===== src/rtl/wallace_pkg.sv =====
// rtl/wallace_pkg.sv - shared widths and accumulator state encoding for the Wallace multiplier datapath
package wallace_pkg;

  localparam int PROD_W    = 10;
  localparam int OPERAND_W = 5;

  typedef enum logic {
    ACCUM = 1'b0,
    HOLD  = 1'b1
  } acc_state_t;

endpackage


===== src/rtl/wallace_dot_accumulator_if.sv =====
// rtl/wallace_dot_accumulator_if.sv - product stream in, group result out
interface wallace_dot_accumulator_if #(
  parameter int PROD_W    = wallace_pkg::PROD_W,
  parameter int MAX_TERMS = 64
);

  localparam int ACC_W = PROD_W + $clog2(MAX_TERMS);
  localparam int CNT_W = $clog2(MAX_TERMS) + 1;

  logic              in_valid;
  logic              in_ready;
  logic [PROD_W-1:0] in_prod;
  logic              in_last;
  logic              out_valid;
  logic              out_ready;
  logic [ACC_W-1:0]  out_sum;
  logic [CNT_W-1:0]  out_count;

  modport master (
    output in_valid, in_prod, in_last, out_ready,
    input  in_ready, out_valid, out_sum, out_count
  );

  modport slave (
    input  in_valid, in_prod, in_last, out_ready,
    output in_ready, out_valid, out_sum, out_count
  );

endinterface


===== src/rtl/wallace_dot_accumulator.sv =====
// rtl/wallace_dot_accumulator.sv - sums multiplier products into per-group dot-product results
module wallace_dot_accumulator
  import wallace_pkg::*;
#(
  parameter int PROD_W    = wallace_pkg::PROD_W,
  parameter int MAX_TERMS = 64
) (
  input  logic clk,
  input  logic rst_n,
  input  logic clr,
  wallace_dot_accumulator_if.slave bus
);

  localparam int ACC_W = PROD_W + $clog2(MAX_TERMS);
  localparam int CNT_W = $clog2(MAX_TERMS) + 1;
  localparam logic [CNT_W-1:0] LAST_IDX = CNT_W'(MAX_TERMS - 1);

  acc_state_t       state, state_d;
  logic [ACC_W-1:0] acc, acc_d;
  logic [CNT_W-1:0] cnt, cnt_d;
  logic [ACC_W-1:0] sum_q, sum_d;
  logic [CNT_W-1:0] count_q, count_d;
  logic             ready_en;
  logic             in_ready;
  logic [ACC_W-1:0] acc_next;
  logic [CNT_W-1:0] cnt_next;

  // in_ready stays low until the first edge after reset release
  assign in_ready = ready_en && (state == ACCUM);
  assign acc_next = acc + {{(ACC_W-PROD_W){1'b0}}, bus.in_prod};
  assign cnt_next = cnt + CNT_W'(1);

  assign bus.in_ready  = in_ready;
  assign bus.out_valid = (state == HOLD);
  assign bus.out_sum   = sum_q;
  assign bus.out_count = count_q;

  always_ff @(posedge clk or negedge rst_n) begin
    if (!rst_n) begin
      state <= ACCUM;
    end else begin
      state <= state_d;
    end
  end

  always_comb begin
    state_d = state;
    acc_d   = acc;
    cnt_d   = cnt;
    sum_d   = sum_q;
    count_d = count_q;
    if (clr) begin
      // abort wins over any handshake; held result registers keep stale values
      state_d = ACCUM;
      acc_d   = '0;
      cnt_d   = '0;
    end else begin
      case (state)
        ACCUM: begin
          if (bus.in_valid && in_ready) begin
            acc_d = acc_next;
            cnt_d = cnt_next;
            if (bus.in_last || (cnt == LAST_IDX)) begin
              sum_d   = acc_next;
              count_d = cnt_next;
              acc_d   = '0;
              cnt_d   = '0;
              state_d = HOLD;
            end
          end
        end
        HOLD: begin
          if (bus.out_ready) begin
            state_d = ACCUM;
          end
        end
        default: state_d = ACCUM;
      endcase
    end
  end

  always_ff @(posedge clk or negedge rst_n) begin
    if (!rst_n) begin
      acc      <= '0;
      cnt      <= '0;
      sum_q    <= '0;
      count_q  <= '0;
      ready_en <= 1'b0;
    end else begin
      acc      <= acc_d;
      cnt      <= cnt_d;
      sum_q    <= sum_d;
      count_q  <= count_d;
      ready_en <= 1'b1;
    end
  end

endmodule

===== src/flat_wrapper.sv =====
// flat-port wrapper written by rule: the top's interface ports become plain ports
module wallace_dot_accumulator_flat import wallace_pkg::*;
#(
  parameter int PROD_W    = wallace_pkg::PROD_W,
  parameter int MAX_TERMS = 64
)
  (clk, rst_n, clr, bus_in_valid, bus_in_prod, bus_in_last, bus_out_ready, bus_in_ready, bus_out_valid, bus_out_sum, bus_out_count);
  wallace_dot_accumulator_if #(.PROD_W(PROD_W), .MAX_TERMS(MAX_TERMS)) bus_i ();
  input  logic clk;
  input  logic rst_n;
  input  logic clr;
  input wire logic [$bits(bus_i.in_valid)-1:0] bus_in_valid;
  input wire logic [$bits(bus_i.in_prod)-1:0] bus_in_prod;
  input wire logic [$bits(bus_i.in_last)-1:0] bus_in_last;
  input wire logic [$bits(bus_i.out_ready)-1:0] bus_out_ready;
  output wire logic [$bits(bus_i.in_ready)-1:0] bus_in_ready;
  output wire logic [$bits(bus_i.out_valid)-1:0] bus_out_valid;
  output wire logic [$bits(bus_i.out_sum)-1:0] bus_out_sum;
  output wire logic [$bits(bus_i.out_count)-1:0] bus_out_count;
  assign bus_i.in_valid = bus_in_valid;
  assign bus_i.in_prod = bus_in_prod;
  assign bus_i.in_last = bus_in_last;
  assign bus_i.out_ready = bus_out_ready;
  assign bus_in_ready = bus_i.in_ready;
  assign bus_out_valid = bus_i.out_valid;
  assign bus_out_sum = bus_i.out_sum;
  assign bus_out_count = bus_i.out_count;
  wallace_dot_accumulator #(.PROD_W(PROD_W), .MAX_TERMS(MAX_TERMS)) u_core (.clk(clk), .rst_n(rst_n), .clr(clr), .bus(bus_i));
endmodule

===== config.mk =====
export PLATFORM = sky130hd
export DESIGN_NAME = wallace_dot_accumulator_flat
export DESIGN_NICKNAME = d
export VERILOG_FILES = /design/src/rtl/wallace_pkg.sv /design/src/rtl/wallace_dot_accumulator_if.sv /design/src/rtl/wallace_dot_accumulator.sv /design/src/flat_wrapper.sv
export SDC_FILE = /design/constraint.sdc
export NUM_CORES = 1
export LEC_CHECK = 0
export BUFFER_PORTS_ARGS = -buffer_cell sky130_fd_sc_hd__buf_2
export CAP_MARGIN = 20
export CELL_PAD_IN_SITES_DETAIL_PLACEMENT = 0
export CELL_PAD_IN_SITES_GLOBAL_PLACEMENT = 2
export CORE_ASPECT_RATIO = 0.7
export CORE_MARGIN = 2
export CORE_UTILIZATION = 37
export CTS_BUF_LIST = sky130_fd_sc_hd__clkbuf_2 sky130_fd_sc_hd__clkbuf_4 sky130_fd_sc_hd__clkbuf_8
export CTS_CLUSTER_SIZE = 40
export DETAILED_ROUTE_END_ITERATION = 8
export PLACE_DENSITY = 0.93
export SYNTH_ARGS = -nofsm -noshare
export SYNTH_HDL_FRONTEND = slang
export SYNTH_SLANG_ARGS = --single-unit

===== constraint.sdc =====
create_clock -name clk -period 3 [get_ports clk]
set_input_delay 0.45 -clock clk [delete_from_list [all_inputs] [get_ports clk]]
set_output_delay 0.45 -clock clk [all_outputs]
set_load 0.1 [all_outputs]

* Yosys cells after proc, flatten, opt, wreduce, memory -nomap -nowiden
Index checks and enable logic that the tools add are counted.
W data, S select, Z words.
** Word-level totals
- Bits in registers :: 48
- Latch bits :: 0
- Memory bits (writable) :: 0
- Bits in read-only memories :: 0
- Output and inout port bits :: 25
- Word-level logic and storage cells :: 31
- Memories kept :: 0
** Operators by class
- $add $sub $neg :: 2
- Multipliers :: 0
- Div/mod/pow operators :: 0
- Order comparisons :: 0
- Equality and inequality tests :: 2
- Shift-type cells :: 0
- Multiplexer cells :: 13
- Bitwise logic cells :: 2
- Reductions and logical operators :: 6
** Operators with widths (number)
- $mux W16 :: 4
- $mux W7 :: 4
- $add A16 B10 Y16 :: 1
- $add A7 B1 Y7 const B :: 1
- $eq A7 B6 Y1 const B :: 1
- $mux W1 :: 4
- $reduce_and A4 Y1 :: 1
- $logic_and A1 B1 Y1 :: 2
- $ne A2 B2 Y1 const B :: 1
- $not A1 Y1 :: 2
- $pmux W1 S2 :: 1
- $reduce_and A2 Y1 :: 1
- $reduce_bool A2 Y1 :: 1
- $logic_or A1 B1 Y1 :: 1

* Longest topological paths before layout
Gate-level depths: netlist (run 1).
- Depth in word-level cells :: 6
- Depth in mapped cells :: 9

* Worst setup path before layout (run 1)
No wires, ideal clock.
- Kind :: register to register
- From :: register u_core.state (netlist: u_core.bus.out_valid)
- To :: register u_core.acc[15]
- Setup time :: 0.083 ns
- Arrival :: 2.574 ns
- Slack :: 0.343 ns
- Cell stages (with the launch flop) :: 7
- Buffers on the path :: 1
- Period minus slack after synthesis :: 2.657 ns
- Cell sequence :: dfrtp_1 > nor2b_4 > nand2_2 > or4_1 > buf_2 > or3_1 > o21ai_0
** On the way
- Word-level cells in the longest chain between the ends :: 5
- Elaborated cells on any way between the ends :: 6
- Those cells by class :: 1 x eq/ne; 1 x bitwise; 4 x reduce/logical
** Ends and longest elaborated chain
- from (decl) :: RTL line wallace_dot_accumulator.sv:18 : acc_state_t state, state_d;
- from (signal assigned) :: RTL line wallace_dot_accumulator.sv:42 : state <= state_d;
- $not A1 Y1 (no source line)
- $logic_and A1 B1 Y1 :: RTL line wallace_dot_accumulator.sv:29 : assign in_ready = ready_en && (state == ACCUM);
- via bus_in_ready :: RTL line flat_wrapper.sv:16 : output wire logic [$bits(bus_i.in_ready)-1:0] bus_in_ready;
- $logic_and A1 B1 Y1 :: RTL line wallace_dot_accumulator.sv:60 : if (bus.in_valid && in_ready) begin
- $reduce_bool A2 Y1 (no source line)
- $reduce_and A2 Y1 (no source line)
- to (signal assigned) :: RTL line wallace_dot_accumulator.sv:84 : acc <= '0;
- to (signal assigned) :: RTL line wallace_dot_accumulator.sv:90 : acc <= acc_d;
- to (decl) :: RTL line wallace_dot_accumulator.sv:19 : logic [ACC_W-1:0] acc, acc_d;
The timed path passes the listed nets, and every way through them passes these cells.
A chain may end at the register's enable or synchronous reset.

* Worst setup path after layout (run 1)
- From :: register u_core.acc[0]
- To :: register u_core.acc[14]
** On the way
- Word-level cells in the longest chain between the ends :: 5
** Ends and longest elaborated chain
- $add A16 B10 Y16 :: RTL line wallace_dot_accumulator.sv:30 : assign acc_next = acc + {{(ACC_W-PROD_W){1'b0}}, bus.in_prod};
- $mux W16 :: RTL line wallace_dot_accumulator.sv:63 : if (bus.in_last || (cnt == LAST_IDX)) begin
- $mux W16 :: RTL line wallace_dot_accumulator.sv:60
- $mux W16 :: RTL line wallace_dot_accumulator.sv:58 : case (state)
- $mux W16 :: RTL line wallace_dot_accumulator.sv:52 : if (clr) begin
No other way between the ends. The select of a mux whose other input is x is not followed.

==> run summary, run 1 <==
outcome -> finished clean
fin area -> 2890 um^2
Placement Cell Area -> 2790 um^2
Overflow after GRT -> 0
I/O pin count -> 41
CP bufs+invs -> 0
ys async rst share -> 1.00
maximum vdd drop -> 0.000391 V
Worst Path Max Fanout -> 4
Setup-failing EPs final -> 0
layout cells sized above 1 -> 0.232
num rows -> 24
Worst-path clk slew -> 0.09 ns
Arrival @ worst endpoint -> 2.65 ns
Resize count post-CTS -> 0
switch share -> 0.415
# H-tree levels -> 2
RSZ-0062 raised after global routing -> no
antenna cells -> 0
first-pass GRT wire length -> 8800 um
largest net degree at the start of global routing -> 49
CTS Root Cell -> clkbuf_8
critical path class -> flip-flop to flip-flop
Pre-antenna DRT Iters -> 4
crit-path cells -> ha_1, fa_1, a211oi_1, o21bai_1, o2111ai_1, and2_1, nor4_1, a21o_1
die area -> 7380 um^2
DIE WIDTH -> 102 um
Top Family by Delay on Critical Path -> compound AO/OA/AOI/OAI gates
Reg2Reg Setup Slack -> 0.54 ns
effective utilization at floorplan -> 0.390
fin crit share -> 0.818
Synth area leader -> dfrtp_1
post-synth top area share -> 0.484
Mean Syn Cell Area -> 10.3 um^2
number of port buffers -> 40
Routed WL -> 5330 um
Final nets -> 313
Design Power -> 1.64 mW
Yosys reg bits -> 48
GRT Overall Usage -> 0.153
postcts setup bufs -> 0
Critical Path Start Type -> flip-flop
post-synth net total -> 269
relative slew slack -> 0.651
Critical Path Sink Type -> flip-flop
dominant cells by area after synthesis -> dfrtp_1 48%, ha_1 5.5%, o21ai_0 5.2%
Final Wtd Congestion -> 0.863
CTS Buffer Depth -> 2
Flop pwr share -> 0.440
hold buffer count at CTS -> 0
TritonCTS clock tree -> yes
worst slew pin tran -> 0.524 ns
Required @ worst endpoint -> 3.19 ns
Slew Limit Fails -> 0
DRT iter0 DRCs -> 83
dominant synthesized flop cell -> dfrtp_1
initial antenna violation count -> 0
core region area -> 6370 um^2
register area share after synthesis -> 0.484
vias in the first global route -> 1,785
Synth Instances -> 241
Synth Cell Area -> 2480 um^2
Gate power share -> 0.331
clock sink total -> 48
clock share of power -> 0.229
P_sw -> 0.682 mW
clk_lat worst skew -> 0.30 ns
CP max-delay cell -> fa_1
Worst Slack Setup Final -> 0.545 ns
via count -> 1,876
Power Density -> 569 nW/um^2
max_cap viols -> 0
Hold WC Path Type -> primary input to asynchronous set/reset pin
Synth warnings -> 0
Vias/cell -> 4.99
setup TNS -> 0 ns
Routed wire per std cell -> 14.2 um
Leak Pwr -> 1.41 nW
post-place setup slack -> 0.395 ns
post-route insts no fill -> 376
die height -> 72.5 um
P_int -> 0.962 mW
CTS Buf Count -> 5
Final Skew -> 0.00826 ns
dpl hpwl -> 3740 um
final hold vios -> 0
FMAX -> 407 MHz
library cells used by synthesis -> 42
hold slack final -> 0.00546 ns
synthesis-to-finish area growth -> 16.4%
DR DRC count -> 0
Detail Route Antenna Nets -> 0
post-layout minimum cycle time -> 2.46 ns
Placed Cells -> 368
number of flops mapped to enable cells by yosys -> 0
fin util -> 0.454
Crit path largest cell delay -> 0.44 ns
Yosys cell counts, types with 2 or more instances:
| master | count |
|---|---|
| mux2_2 | 9 |
| buf_2 | 3 |
| a211oi_1 | 2 |
| nor2b_1 | 2 |
| and3_1 | 4 |
| or3_1 | 2 |
| a21o_1 | 4 |
| clkbuf_1 | 4 |
| o21ai_0 | 26 |
| a211o_1 | 2 |
| nor2_1 | 5 |
| nand2_1 | 33 |
| xnor2_1 | 14 |
| dfrtp_1 | 48 |
| a21oi_1 | 16 |
| and2_1 | 4 |
| xor2_1 | 4 |
| o21ai_1 | 8 |
| nand3_1 | 2 |
| nor4_1 | 2 |
| o21a_1 | 2 |
| inv_1 | 4 |
| ha_1 | 11 |
| a22o_1 | 10 |
| o2111ai_1 | 3 |
routing by layer:
metal | up-vias | global-route usage | share of wire
li1 | 953 | - | -
met1 | 881 | 0.216 | 0.52
met2 | 36 | 0.237 | 0.43
met3 | 6 | 0.0385 | 0.043
met4 | 0 | 0.0400 | 0.0096
met5 | - | 0 | 0
final timing paths:
check / from / end / depth (start not counted)
setup / recovery: u_core.acc[0] / u_core.acc[14] / 8
hold / removal: rst_n / u_core.bus.out_count[2] / 1
setup reg to reg: u_core.acc[0] / u_core.acc[14] / 8
hold reg to reg: u_core.bus.out_count[4] / u_core.bus.out_count[4] / 2
max in group asynchronous: rst_n / u_core.acc[13] / 2
min in group clk: bus_out_ready / u_core.bus.out_valid / 2
power groups by stage:
stage               clock network (mW)  registers (mW)  logic, mW
detailed placement                   0           0.737      0.544
global placement                     0           0.736      0.541
global route                     0.417           0.730      0.573
CTS                              0.395           0.724      0.545
floorplan                            0            1.06      0.122
finish                           0.377           0.724      0.544
area by class of cell:
class	count	area, um^2
Fill cell	656	3480
Multi-Input combinational cell	181	1230
Sequential cell	48	1200
Timing Repair Buffer	45	250
Tap cell	91	114
Clock buffer	5	68.8
Inverter	4	15.0
Clock inverter	2	12.5
cell families after synthesis:
kind of cell / after synthesis / share of synthesized area
fa+ha+maj: 12 / 0.0636
other cells: 1 / 0.00151
simple gates: 63 / 0.130
xor+xnor: 18 / 0.0636
buf+inv: 12 / 0.0227
flops: 48 / 0.484
mux: 9 / 0.0409
compound gates: 78 / 0.194
sequential cells by signal, indices dropped and copies added (netlist names):
register              flops
u_core.bus.out_valid      1
u_core.acc               16
u_core.cnt                7
u_core.bus.out_count      7
u_core.bus.out_sum       16
u_core.ready_en           1
cell usage in the layout (no fill, tap or decap), types with 5 or more instances in the layout:
cell type / instances
a21oi_1: 16
o21ai_1: 8
mux2_2: 9
dfrtp_1: 48
ha_1: 11
nor2_1: 5
nand2_1: 33
buf_2: 40
clkbuf_8: 5
a22o_1: 10
o21ai_0: 25
xnor2_1: 14
Note: power is estimated with default switching activity, not from simulation.
==> run 2: changes to the inputs <==
- clock period: 3 -> 2.3 ns (I/O delays scaled with it)
==> run summary, run 2 (synthesized netlist as in run 1, its figures left out) <==
final hold vios -> 0 (unchanged)
Top Family by Delay on Critical Path -> compound AO/OA/AOI/OAI gates (unchanged)
Leak Pwr -> 1.44 nW (was 1.41 nW)
Routed WL -> 5370 um (was 5330 um)
hold buffer count at CTS -> 0 (unchanged)
Reg2Reg Capture Point -> u_core.acc[12] (was u_core.acc[14])
fin util -> 0.463 (was 0.454)
via count -> 1,929 (was 1,876)
max_cap viols -> 0 (unchanged)
GRT Overall Usage -> 0.156 (was 0.153)
outcome -> finished clean (unchanged)
CTS Buf Count -> 5 (unchanged)
Routed wire per std cell -> 14.1 um (was 14.2 um)
fin crit share -> 0.937 (was 0.818)
vias in the first global route -> 1,797 (was 1,785)
Crit path largest cell delay -> 0.40 ns (was 0.44 ns)
core region area -> 6370 um^2 (unchanged)
Vias/cell -> 5.06 (was 4.99)
Detail Route Antenna Nets -> 0 (unchanged)
met2 Usage GRT -> 0.228 (was 0.237)
met3 Usage GRT -> 0.0366 (was 0.0385)
Pre-antenna DRT Iters -> 4 (unchanged)
CTS Buffer Depth -> 2 (unchanged)
Hold WC Path Type -> primary input to asynchronous set/reset pin (unchanged)
Reg2Reg Setup Slack -> 0.14 ns (was 0.54 ns)
die height -> 72.5 um (unchanged)
initial antenna violation count -> 0 (unchanged)
Required @ worst endpoint -> 2.50 ns (was 3.19 ns)
clk_lat worst skew -> 0.31 ns (was 0.30 ns)
relative slew slack -> 0.627 (was 0.651)
RSZ-0062 raised after global routing -> no (unchanged)
Placed Cells -> 374 (was 368)
Arrival @ worst endpoint -> 2.36 ns (was 2.65 ns)
CTS Root Cell -> clkbuf_8 (unchanged)
worst-case reg-to-reg path depth -> 8 (unchanged)
Critical Path Sink Type -> flip-flop (unchanged)
Worst-path clk slew -> 0.09 ns (about the same)
commonest non-fill, non-tap cell in the layout -> dfrtp_1 (unchanged)
# H-tree levels -> 2 (unchanged)
Final nets -> 318 (was 313)
Design Power -> 2.20 mW (was 1.64 mW)
number of port buffers -> 40 (unchanged)
DRT iter0 DRCs -> 86 (was 83)
crit-path cells -> ha_1, fa_2, a211oi_2, o21bai_2, o2111ai_2, and2_4, nor4_1, a21o_1 (was ha_1, fa_1, a211oi_1, o21bai_1, o2111ai_1, and2_1, nor4_1, a21o_1)
Overflow after GRT -> 0 (unchanged)
reg2reg start -> u_core.acc[0] (unchanged)
commonest non-fill, non-tap cells in the layout -> 47 x dfrtp_1, 40 x buf_2, 33 x nand2_1 (was 48 x dfrtp_1, 40 x buf_2, 33 x nand2_1)
Worst Path Max Fanout -> 4 (unchanged)
DIE WIDTH -> 102 um (unchanged)
layout cells sized above 1 -> 0.269 (was 0.232)
antenna cells -> 0 (unchanged)
I/O pin count -> 41 (unchanged)
FMAX -> 464 MHz (was 407 MHz)
num rows -> 24 (unchanged)
die area -> 7380 um^2 (unchanged)
Final Skew -> 0.00867 ns (was 0.00826 ns)
CP bufs+invs -> 0 (unchanged)
first-pass GRT wire length -> 8990 um (was 8800 um)
largest net degree at the start of global routing -> 26 (was 49)
dpl hpwl -> 3900 um (was 3740 um)
Setup-failing EPs final -> 0 (unchanged)
synthesis-to-finish area growth -> 19.0% (was 16.4%)
Slew Limit Fails -> 0 (unchanged)
Final Wtd Congestion -> 0.829 (was 0.863)
worst slew pin tran -> 0.560 ns (was 0.524 ns)
post-route insts no fill -> 381 (was 376)
effective utilization at floorplan -> 0.390 (unchanged)
met1 GRT Util -> 0.236 (was 0.216)
CP max-delay cell -> dfrtp_1 (was fa_1)
critical path class -> flip-flop to flip-flop (unchanged)
clock sink total -> 48 (unchanged)
TritonCTS clock tree -> yes (unchanged)
Power Density -> 745 nW/um^2 (was 569 nW/um^2)
maximum vdd drop -> 0.000431 V (was 0.000391 V)
DR DRC count -> 0 (unchanged)
postcts setup bufs -> 0 (unchanged)
Critical Path Start Type -> flip-flop (unchanged)
gr busiest metal -> met1 (was met2)
post-layout minimum cycle time -> 2.16 ns (was 2.46 ns)
==> run 2: per-layer routing <==
layer | vias to the layer above | routed length [um] | part of all wire
met4 | 0 | 38 | 0.0071
met5 | - | 0 | 0
met2 | 32 | 2290 | 0.43
li1 | 963 | - | -
met1 | 928 | 2850 | 0.53
met3 | 6 | 191 | 0.036
==> run 2: timing repair <==
item,4_1_cts,5_1_grt
pin swaps,1,3
gates resized for setup,2,6
setup endpoints to repair,7,10
==> run 2: worst max-delay path by stage <==
stage                    startpoint  cells after the start                      to
3_5_place_dp         bus_in_prod[0]                      9          u_core.acc[12]
3_3_place_gp         bus_in_prod[0]                      9          u_core.acc[14]
6_report              u_core.acc[0]                      8          u_core.acc[12]
5_1_grt               u_core.acc[0]                      8  u_core.bus.out_sum[14]
2_1_floorplan  u_core.bus.out_valid                      6          u_core.acc[15]
4_1_cts               u_core.acc[0]                      8          u_core.acc[14]
==> run 2: area by class of cell <==
cell class                      instances  area [um^2]
Clock buffer                            6         82.6
Clock inverter                          1         8.76
Fill cell                             616         3420
Inverter                                4         15.0
Multi-Input combinational cell        181         1250
Sequential cell                        48         1200
Tap cell                               91          114
Timing Repair Buffer                   50          275
==> run 2: power breakdown <==
| part | internal [mW] | switching, mW | total [mW] |
|---|---|---|---|
| clock | 0.241 | 0.297 | 0.537 |
| combinational | 0.141 | 0.573 | 0.714 |
| sequential | 0.910 | 0.0361 | 0.946 |
==> run 2: through the flow <==
| stage | instance area [um^2] | setup WS, ns | hold slack (ns) | TNS [ns] |
|---|---|---|---|---|
| after floorplan | 2480 | -0.104 | 0.0494 | -0.539 |
| after global placement | 2840 | -0.0848 | 0.369 | -0.354 |
| after detailed placement | 2840 | -0.137 | 0.372 | -0.798 |
| after CTS | 2930 | 0.00742 | 0.0333 | 0 |
| after global routing | 2950 | 0.00553 | 0.0564 | 0 |
| final | 2950 | 0.144 | 0.0147 | 0 |
==> run 3: changes to the inputs <==
- ABC_AREA: unset -> 1
- CORE_UTILIZATION: 37 -> 34
==> run summary, run 3 <==
outcome -> finished clean (unchanged)
register area share after synthesis -> 0.439 (was 0.484)
Synth area leader -> dfrtp_1 (unchanged)
dominant synthesized flop cell -> dfrtp_1 (unchanged)
Final Skew -> 0.00972 ns (was 0.00867 ns)
I/O pin count -> 41 (unchanged)
Hold WC Path Type -> primary input to flip-flop (was primary input to asynchronous set/reset pin)
effective utilization at floorplan -> 0.349 (was 0.390)
postcts setup bufs -> 0 (unchanged)
Synth warnings -> 0 (unchanged)
Placement Cell Area -> 3030 um^2 (was 2840 um^2)
post-synth top area share -> 0.439 (was 0.484)
DR DRC count -> 0 (unchanged)
switch share -> 0.368 (was 0.412)
synthesis-to-finish area growth -> 15.9% (was 19.0%)
Synth Instances -> 357 (was 241)
ys async rst share -> 1.00 (unchanged)
Routed wire per std cell -> 12.8 um (was 14.1 um)
DRT iter0 DRCs -> 123 (was 86)
Mean Syn Cell Area -> 7.66 um^2 (was 10.3 um^2)
commonest non-fill, non-tap cells in the layout -> 148 x nand2_1, 48 x dfrtp_1, 40 x buf_2 (was 47 x dfrtp_1, 40 x buf_2, 33 x nand2_1)
number of port buffers -> 40 (unchanged)
Critical Path Sink Type -> flip-flop (unchanged)
Worst Path Max Fanout -> 3 (was 4)
fin util -> 0.404 (was 0.463)
fin area -> 3170 um^2 (was 2950 um^2)
antenna cells -> 0 (unchanged)
Pre-antenna DRT Iters -> 4 (unchanged)
CTS Buffer Depth -> 2 (unchanged)
relative slew slack -> 0.662 (was 0.627)
core region area -> 7840 um^2 (was 6370 um^2)
worst slew pin tran -> 0.507 ns (was 0.560 ns)
Slew Limit Fails -> 0 (unchanged)
commonest non-fill, non-tap cell in the layout -> nand2_1 (was dfrtp_1)
Worst-path clk slew -> 0.09 ns (about the same)
hold slack final -> 0.197 ns (was 0.0147 ns)
Detail Route Antenna Nets -> 0 (unchanged)
count leader, synth -> nand2_1 (was dfrtp_1)
number of flops mapped to enable cells by yosys -> 0 (unchanged)
first-pass GRT wire length -> 10,900 um (was 8990 um)
Final nets -> 429 (was 318)
Gate power share -> 0.273 (was 0.325)
via count -> 2,325 (was 1,929)
clock share of power -> 0.319 (was 0.245)
Resize count post-CTS -> 0 (was 2)
setup TNS -> 0 ns (unchanged)
FMAX -> 543 MHz (was 464 MHz)
critical path class -> flip-flop to flip-flop (unchanged)
clk_lat worst skew -> 0.31 ns (about the same)
Critical Path Start Type -> flip-flop (unchanged)
GRT Overall Usage -> 0.156 (about the same)
Vias/cell -> 4.63 (was 5.06)
library cells used by synthesis -> 30 (was 42)
P_int -> 1.43 mW (was 1.29 mW)
post-synth net total -> 385 (was 269)
fin crit share -> 0.800 (was 0.937)
Arrival @ worst endpoint -> 2.08 ns (was 2.36 ns)
clock sink total -> 48 (unchanged)
Required @ worst endpoint -> 2.54 ns (was 2.50 ns)
dominant cells by area after synthesis -> dfrtp_1 44%, nand2_1 20%, nand3_1 5.3% (was dfrtp_1 48%, ha_1 5.5%, o21ai_0 5.2%)
final hold vios -> 0 (unchanged)
DIE WIDTH -> 111 um (was 102 um)
CTS Buf Count -> 5 (unchanged)
fillers -> 839 (was 616)
P_sw -> 0.835 mW (was 0.907 mW)
dpl hpwl -> 4740 um (was 3900 um)
layout cells sized above 1 -> 0.175 (was 0.269)
Yosys reg bits -> 48 (unchanged)
Flop pwr share -> 0.408 (was 0.431)
post-layout minimum cycle time -> 1.84 ns (was 2.16 ns)
initial antenna violation count -> 0 (unchanged)
die area -> 8790 um^2 (was 7380 um^2)
largest net degree at the start of global routing -> 28 (was 26)
max_cap viols -> 0 (unchanged)
die height -> 79.0 um (was 72.5 um)
vias in the first global route -> 2,253 (was 1,797)
Leak Pwr -> 1.78 nW (was 1.44 nW)
maximum vdd drop -> 0.000373 V (was 0.000431 V)
Setup-failing EPs final -> 0 (unchanged)
Final Wtd Congestion -> 0.859 (was 0.829)
TritonCTS clock tree -> yes (unchanged)
RSZ-0062 raised after global routing -> no (unchanged)
Synth Cell Area -> 2730 um^2 (was 2480 um^2)
CTS Root Cell -> clkbuf_8 (unchanged)
synth cell count leaders -> 148 x nand2_1, 48 x dfrtp_1, 37 x inv_1, 29 x nand3_1, 15 x o21ai_1 (was 48 x dfrtp_1, 33 x nand2_1, 26 x o21ai_0, 16 x a21oi_1, 14 x xnor2_1)
Overflow after GRT -> 0 (unchanged)
Routed WL -> 6430 um (was 5370 um)
num rows -> 27 (was 24)
# H-tree levels -> 2 (unchanged)
Power Density -> 715 nW/um^2 (was 745 nW/um^2)
==> run 3: cell count changes after synthesis, sizes merged, moves of 9 or more <==
cell,delta
xnor2,-14
nor2,+9
o21ai,-17
inv,+42
nand2,+119
a21oi,-10
mux2,-9
nand3,+29
a22o,-10
==> run 3: final cells by class <==
| class | count | area [um^2] | share of cell area |
|---|---|---|---|
| inverter | 46 | 173 | 0.0545 |
| multi-input combinational | 256 | 1310 | 0.412 |
| timing repair buffer | 44 | 233 | 0.0735 |
| clock inverter | 2 | 60.1 | 0.0190 |
| sequential | 48 | 1200 | 0.379 |
| clock buffer | 5 | 68.8 | 0.0217 |
| tap | 101 | 126 | 0.0399 |
==> run 3: through the flow <==
stage                     setup slack (ns)  cells  total power [mW]
after floorplan                    0.00585    357              1.44
after global placement               0.420    494              1.56
after detailed placement             0.373    494              1.56
after CTS                            0.446    502              2.30
after global routing                 0.289    502              2.38
final                                0.460    502              2.27
==> run 3: metal layers <==
layer	vias to the layer above	global-route usage	wire, um
met3	5	0.0351	385
met5	-	0	0
li1	1205	-	-
met1	1060	0.228	3380
met4	0	0.0333	51
met2	55	0.237	2610
==> run 3: power by group through the flow <==
stage	registers, mW	logic, mW	clock network (mW)
finish	0.925	0.619	0.722
global route	0.933	0.657	0.785
CTS	0.926	0.625	0.746
detailed placement	0.943	0.622	0
global placement	0.942	0.620	0
floorplan	1.28	0.153	0
==> run 3: worst max-delay path, cell delays in order, from the launching register on <==
cell and delay, ns:
dfrtp_1 0.39, ha_1 0.21, fa_1 0.42, nand3_1 0.10, nand3_1 0.14, a21oi_1 0.18
xor2_1 0.19, nand2_1 0.07, nand2_1 0.07
==> run 3: cell families after synthesis <==
group | after synthesis | share of synthesized area
DFF | 48 | 0.439
and+or+nand+nor | 203 | 0.322
xor gates and xnor gates | 9 | 0.0288
adders and majority gates | 12 | 0.0577
other | 1 | 0.00137
AOI/OAI and AO/OA | 31 | 0.0664
buffers and inverters | 53 | 0.0847
==> run 3: path summary, 6_finish.rpt <==
kind / start / end / slack, ns / depth (start not counted)
max in group asynchronous: rst_n / u_core.cnt[2] / 1.16 / 3
setup reg to reg: u_core.acc[0] / u_core.bus.out_sum[8] / 0.46 / 8
hold reg to reg: u_core.bus.out_sum[9] / u_core.bus.out_sum[9] / 0.48 / 2
hold / removal: bus_out_ready / u_core.bus.out_valid / 0.20 / 2
min in group asynchronous: rst_n / u_core.bus.out_sum[5] / 0.53 / 2
setup / recovery: u_core.acc[0] / u_core.bus.out_sum[8] / 0.46 / 8
==> run 3: what timing repair did <==
| action | in CTS | in global routing |
|---|---|---|
| hold buffers | 1 | 0 |
| endpoints found under the setup margin | 0 | 0 |
| hold endpoints to repair | 17 | 0 |
